--- config.mk ---
export PLATFORM = sky130hd
export DESIGN_NAME = lcd_scan_ctrl
export DESIGN_NICKNAME = d
export VERILOG_FILES = /design/src/rtl/lcd_scan_ctrl.sv
export SDC_FILE = /design/constraint.sdc
export NUM_CORES = 1
export LEC_CHECK = 0
export ABC_AREA = 0
export ABC_CLOCK_PERIOD_IN_PS = 3700
export CORE_MARGIN = 4
export CORE_UTILIZATION = 39
export DETAILED_ROUTE_END_ITERATION = 6
export PLACE_DENSITY_LB_ADDON = 0.08
export RECOVER_POWER = 100
export SLEW_MARGIN = 20
export SYNTH_ARGS = -nofsm -noshare
export SYNTH_HDL_FRONTEND = slang
export SYNTH_SLANG_ARGS = --single-unit
--- constraint.sdc ---
create_clock -name pclk -period 3.7 [get_ports pclk]
set_clock_uncertainty 0.05 [all_clocks]
set_input_delay 0.37 -clock pclk [delete_from_list [all_inputs] [get_ports pclk]]
set_output_delay 0.37 -clock pclk [all_outputs]
set_load 0.02 [all_outputs]
--- src/rtl/lcd_scan_ctrl.sv ---
`default_nettype none
// =============================================================================
// Module   : lcd_scan_ctrl
// Function : Panel power sequencing and frame-aligned pixel-source selection
//            (8-bar test pattern or FIFO-buffered RGB565 stream).
// Revision : 1.0
// =============================================================================
module lcd_scan_ctrl #(
    parameter int          PWR_DLY    = 4,
    parameter int          FIFO_DEPTH = 16,
    parameter int          BAR_W      = 60,
    parameter logic [15:0] UF_COLOR   = 16'hF800
) (
    input  logic        pclk,
    input  logic        rst,
    input  logic        enable,
    input  logic        src_sel,
    input  logic        tim_de,
    input  logic        tim_hsync,
    input  logic        tim_vsync,
    input  logic        s_valid,
    input  logic [15:0] s_data,
    output logic        s_ready,
    input  logic        clr_uf,
    output logic        lcd_de,
    output logic        lcd_hsync,
    output logic        lcd_vsync,
    output logic [15:0] lcd_rgb,
    output logic        disp_on,
    output logic        bl_en,
    output logic        underflow,
    output logic [2:0]  state
);

    localparam int AW = $clog2(FIFO_DEPTH);
    localparam int CW = (PWR_DLY > 1) ? $clog2(PWR_DLY) : 1;
    localparam logic [CW-1:0] PWR_LAST = CW'(PWR_DLY - 1);
    localparam logic [AW:0]   DEPTH_C  = (AW + 1)'(FIFO_DEPTH);

    localparam logic [2:0] S_OFF    = 3'd0;
    localparam logic [2:0] S_PWR_ON = 3'd1;
    localparam logic [2:0] S_SYNC   = 3'd2;
    localparam logic [2:0] S_RUN    = 3'd3;
    localparam logic [2:0] S_BL_OFF = 3'd4;

    logic [2:0]    state_q, state_d;
    logic [CW-1:0] pwr_cnt_q, pwr_cnt_d;
    logic          act_src_q, act_src_d;
    logic          vs_q;
    logic [9:0]    col_q;
    logic [AW-1:0] wr_ptr_q, rd_ptr_q;
    logic [AW:0]   count_q;
    logic [15:0]   mem_q [FIFO_DEPTH];
    logic          underflow_q;
    logic          lcd_de_q, lcd_hsync_q, lcd_vsync_q;
    logic [15:0]   lcd_rgb_q, rgb_d;

    logic          w_fs, w_run, w_empty, w_pop_req, w_pop, w_push, w_uf_set;
    logic [9:0]    w_bar_idx;
    logic [2:0]    w_bar;
    logic [15:0]   w_pat;

    assign w_fs      = tim_vsync & ~vs_q;
    assign w_run     = (state_q == S_RUN);
    assign w_empty   = (count_q == '0);
    assign w_pop_req = w_run & act_src_q & tim_de;
    assign w_pop     = w_pop_req & ~w_empty;
    assign w_uf_set  = w_pop_req & w_empty;
    assign s_ready   = (state_q != S_OFF) && (count_q < DEPTH_C);
    assign w_push    = s_valid & s_ready;

    always_comb begin
        state_d   = state_q;
        pwr_cnt_d = '0;
        act_src_d = act_src_q;
        case (state_q)
            S_OFF: begin
                if (enable) state_d = S_PWR_ON;
            end
            S_PWR_ON: begin
                if (!enable)                    state_d = S_OFF;
                else if (pwr_cnt_q == PWR_LAST) state_d = S_SYNC;
                else                            pwr_cnt_d = pwr_cnt_q + 1'b1;
            end
            S_SYNC: begin
                if (!enable) begin
                    state_d = S_OFF;
                end else if (w_fs) begin
                    state_d   = S_RUN;
                    act_src_d = src_sel;
                end
            end
            S_RUN: begin
                if (w_fs)    act_src_d = src_sel;
                if (!enable) state_d   = S_BL_OFF;
            end
            S_BL_OFF: begin
                // Enable is deliberately ignored here; the panel must reach OFF first.
                if (w_fs) state_d = S_OFF;
            end
            default: state_d = S_OFF;
        endcase
    end

    assign w_bar_idx = col_q / 10'(BAR_W);
    assign w_bar     = (w_bar_idx > 10'd7) ? 3'd7 : w_bar_idx[2:0];
    assign w_pat     = {{5{w_bar[2]}}, {6{w_bar[1]}}, {5{w_bar[0]}}};

    always_comb begin
        rgb_d = '0;
        if (w_run && tim_de) begin
            if (act_src_q) rgb_d = w_empty ? UF_COLOR : mem_q[rd_ptr_q];
            else           rgb_d = w_pat;
        end
    end

    always_ff @(posedge pclk or negedge rst) begin
        if (!rst) begin
            state_q     <= S_OFF;
            pwr_cnt_q   <= '0;
            act_src_q   <= 1'b0;
            vs_q        <= 1'b1;
            col_q       <= '0;
            underflow_q <= 1'b0;
            lcd_de_q    <= 1'b0;
            lcd_hsync_q <= 1'b1;
            lcd_vsync_q <= 1'b1;
            lcd_rgb_q   <= '0;
        end else begin
            state_q     <= state_d;
            pwr_cnt_q   <= pwr_cnt_d;
            act_src_q   <= act_src_d;
            vs_q        <= tim_vsync;
            col_q       <= tim_de ? col_q + 10'd1 : 10'd0;
            if (w_uf_set)    underflow_q <= 1'b1;
            else if (clr_uf) underflow_q <= 1'b0;
            lcd_de_q    <= tim_de;
            lcd_hsync_q <= tim_hsync;
            lcd_vsync_q <= tim_vsync;
            lcd_rgb_q   <= rgb_d;
        end
    end

    always_ff @(posedge pclk or negedge rst) begin
        if (!rst) begin
            wr_ptr_q <= '0;
            rd_ptr_q <= '0;
            count_q  <= '0;
        end else if (state_q == S_OFF) begin
            wr_ptr_q <= '0;
            rd_ptr_q <= '0;
            count_q  <= '0;
        end else begin
            if (w_push) wr_ptr_q <= wr_ptr_q + 1'b1;
            if (w_pop)  rd_ptr_q <= rd_ptr_q + 1'b1;
            case ({w_push, w_pop})
                2'b10:   count_q <= count_q + 1'b1;
                2'b01:   count_q <= count_q - 1'b1;
                default: count_q <= count_q;
            endcase
        end
    end

    always_ff @(posedge pclk) begin
        if (w_push) mem_q[wr_ptr_q] <= s_data;
    end

    assign state     = state_q;
    assign disp_on   = (state_q != S_OFF);
    assign bl_en     = w_run;
    assign underflow = underflow_q;
    assign lcd_de    = lcd_de_q;
    assign lcd_hsync = lcd_hsync_q;
    assign lcd_vsync = lcd_vsync_q;
    assign lcd_rgb   = lcd_rgb_q;

endmodule
`default_nettype wire

==> impl_results.md <==
* Status: finished, violations left
* Failing checks: max-capacitance violations, max-slew violations
* Async set-or-reset flop fraction in the synthesized netlist at 16.1%
* EDFF count, synth at 256
* Met3 wire len at 1.11 mm
* Final slew viol count at 27
* First-pass detailed-route iteration total at 4
* Register bit total from synthesis at 305
* Setup TNS Final at 0 ps
* CP max FO at 16
* Min-Delay Path Class: input port to flop
* Synth warn at 0
* Drt initial violations at 444
* CTS root buffer: clkbuf_16
* Metal2 WL at 14.0 mm
* Dpl ws at 455 ps
* Port bufs at 50
* Max-slew headroom at -24.4%
* Startpoint types: flop
* Sequential fraction of the synthesis area at 71.6%
* Max layer used: met4
* Max Cap Violations at 1
* Latest clock arrival within the worst-skew pair at 510 ps
* First-pass GRT wire length at 44.0 mm
* # diodes at 0
* Die width at 187 um
* Initial antenna violation count at 0
* Initial Util at 39.5%
* CTS Buf Count at 34
* Crit path arrival time at 3060 ps
* Peak supply drop at 0.349 mV
* Largest net degree at the start of global routing at 46
* Boundary Pins at 51
* Post-synth top flop: edfxtp_1
* Fill count at 2739
* Die height at 187 um
* Worst-Margin Slew at 1870 ps
* Synth cell types at 58
* DPL Wire Length at 17.0 mm
* Area grow syn2layout at 16.2%
* CP required at 3750 ps
* Cell Rows at 65
* Min cycle time layout at 3010 ps
* Metal-1 WL at 12.3 mm
* Mapped Nets at 732
* Cells after DPL at 1134
* Core area at 31600 sq um
* CTS tree: built
* Final setup fails at 0
* Via count at 6523
* H-Tree Depth at 2
* Layout cells sized above 1 at 18.6%
* Total gr overflow at 0
* Overall routing resource usage at 16.4%
* Max Root-Sink Buffers at 3
* Pleak at 4.86 nW
* RSZ-0062 raised after global routing: no
* Most frequent cells in the layout: edfxtp_1 (256), mux4_2 (54), dlygate4sd3_1 (46)
* Vias per cell at 5.45
* Gpl congestion at 0.752
* Crit Path Class: flop to flop
* Post-Layout Cell Count at 1196
* Final hold vios at 0
* Cells after synthesis at 695
* Final nets at 806
* Sink Count at 305
* Clock slew at reported path FFs at 50 ps
* Most common cell after layout, fill and taps aside: edfxtp_1
* Worst setup margin at 692 ps
* PwrDens at 496 nW/um^2
* DRC violations left at 0
* Peak Freq at 332 MHz
* Cell Area, Synth at 12400 sq um
* CP endpoint kind: flop
* Syn avg cell area at 17.9 sq um
* Vias in the first global route at 7059
* Crit share post-route at 81.3%
* Die area at 34800 sq um
* Drt total wl at 28.2 mm
* Antenna Violating Nets Remaining at 0
* DR WL/cell at 23.6 um
cells in the mapped netlist (8+ instances only):
master,number,area share (%)
mux2_2,17,1.5
ha_1,11,1.1
mux4_2,54,9.8
nor3_1,30,1.2
edfxtp_1,256,62
inv_1,11,0.33
xnor2_1,9,0.63
buf_2,17,0.68
xor2_1,8,0.56
nor2_1,40,1.2
o21ai_0,11,0.44
a21oi_1,10,0.40
nand2_1,17,0.51
and2_1,14,0.70
mux2i_1,20,1.6
clkbuf_1,17,0.51
dfrtp_1,47,9.4
o22ai_1,11,0.55
nand2b_1,8,0.40
metal layers:
| metal | global-route usage [%] | vias up |
|---|---|---|
| met1 | 22.3 | 3437 |
| li1 | - | 2907 |
| met5 | 0 | - |
| met2 | 27.4 | 131 |
| met3 | 2.77 | 48 |
| met4 | 5.09 | 0 |
final cells by class:
cell class                      instances  area [sq um]  area share [%]
Clock buffer                           52           970            6.71
Multi-Input combinational cell        340          3290            22.8
Tap cell                              402           503            3.48
Sequential cell                       305          8920            61.7
Clock inverter                          9          75.1           0.519
Inverter                               11          41.3           0.286
Timing Repair Buffer                   77           657            4.54
flip-flops by register name, summed over array words and instances, names as in the netlist:
register   flops
mem_q        256
lcd_hsync      1
act_src_q      1
lcd_vsync      1
rd_ptr_q       4
wr_ptr_q       4
count_q        5
lcd_de         1
state          3
pwr_cnt_q      2
col_q         10
underflow      1
lcd_rgb       16
kinds of logic (layout without fill, tap and decap cells):
family                     after synthesis  count (layout)  share of synthesized area (%)
and+or+nand+nor                        140             140                           5.65
buffers and inverters                   50             149                           1.93
DFF                                    305             305                           71.6
adders and majority gates               13              13                           1.35
muxes                                   96              96                           14.0
xor gates and xnor gates                18              18                           1.33
AOI/OAI and AO/OA                       73              73                           4.16
repair_timing:
action,in CTS,in global routing
endpoints found under the hold margin,24,0
setup buffers,0,0
gates resized for setup,0,0
hold buffers,1,0
final timing paths:
kind | from | to | depth (start not counted) | slack (ps)
setup reg to reg | state[0] | mem_q[14][3] | 6 | 690
max in group asynchronous | rst | lcd_rgb[2] | 3 | 1160
hold / removal | tim_hsync | lcd_hsync | 1 | 370
hold reg to reg | pwr_cnt_q[0] | pwr_cnt_q[0] | 1 | 390
min in group asynchronous | rst | pwr_cnt_q[0] | 2 | 870
setup / recovery | state[0] | mem_q[14][3] | 6 | 690
report_power, final:
group	internal (W)	switching [W]
registers	0.00377	0.0000199
clock network	0.00188	0.00128
logic	0.0000709	0.000148
total	0.00572	0.00145
metrics by stage:
stage	hold WS [ps]	total power [W]	area, sq um	util (%)
2_1_floorplan	24.4	0.00395	12400	-
3_3_place_gp	381	0.00408	13500	42.8
3_5_place_dp	389	0.00409	13500	42.8
4_1_cts	207	0.00729	14600	46.2
5_1_grt	363	0.00745	14500	45.8
6_report	369	0.00717	14500	45.8
critical path, cell delays in order (launching register included):
cell and delay, ps:
dfrtp_1 480, nor3_1 130, clkbuf_1 350, nor2_1 290
nand3_1 220, nor2_2 130, clkbuf_1 940
Note: power is estimated with default switching activity, not from simulation.
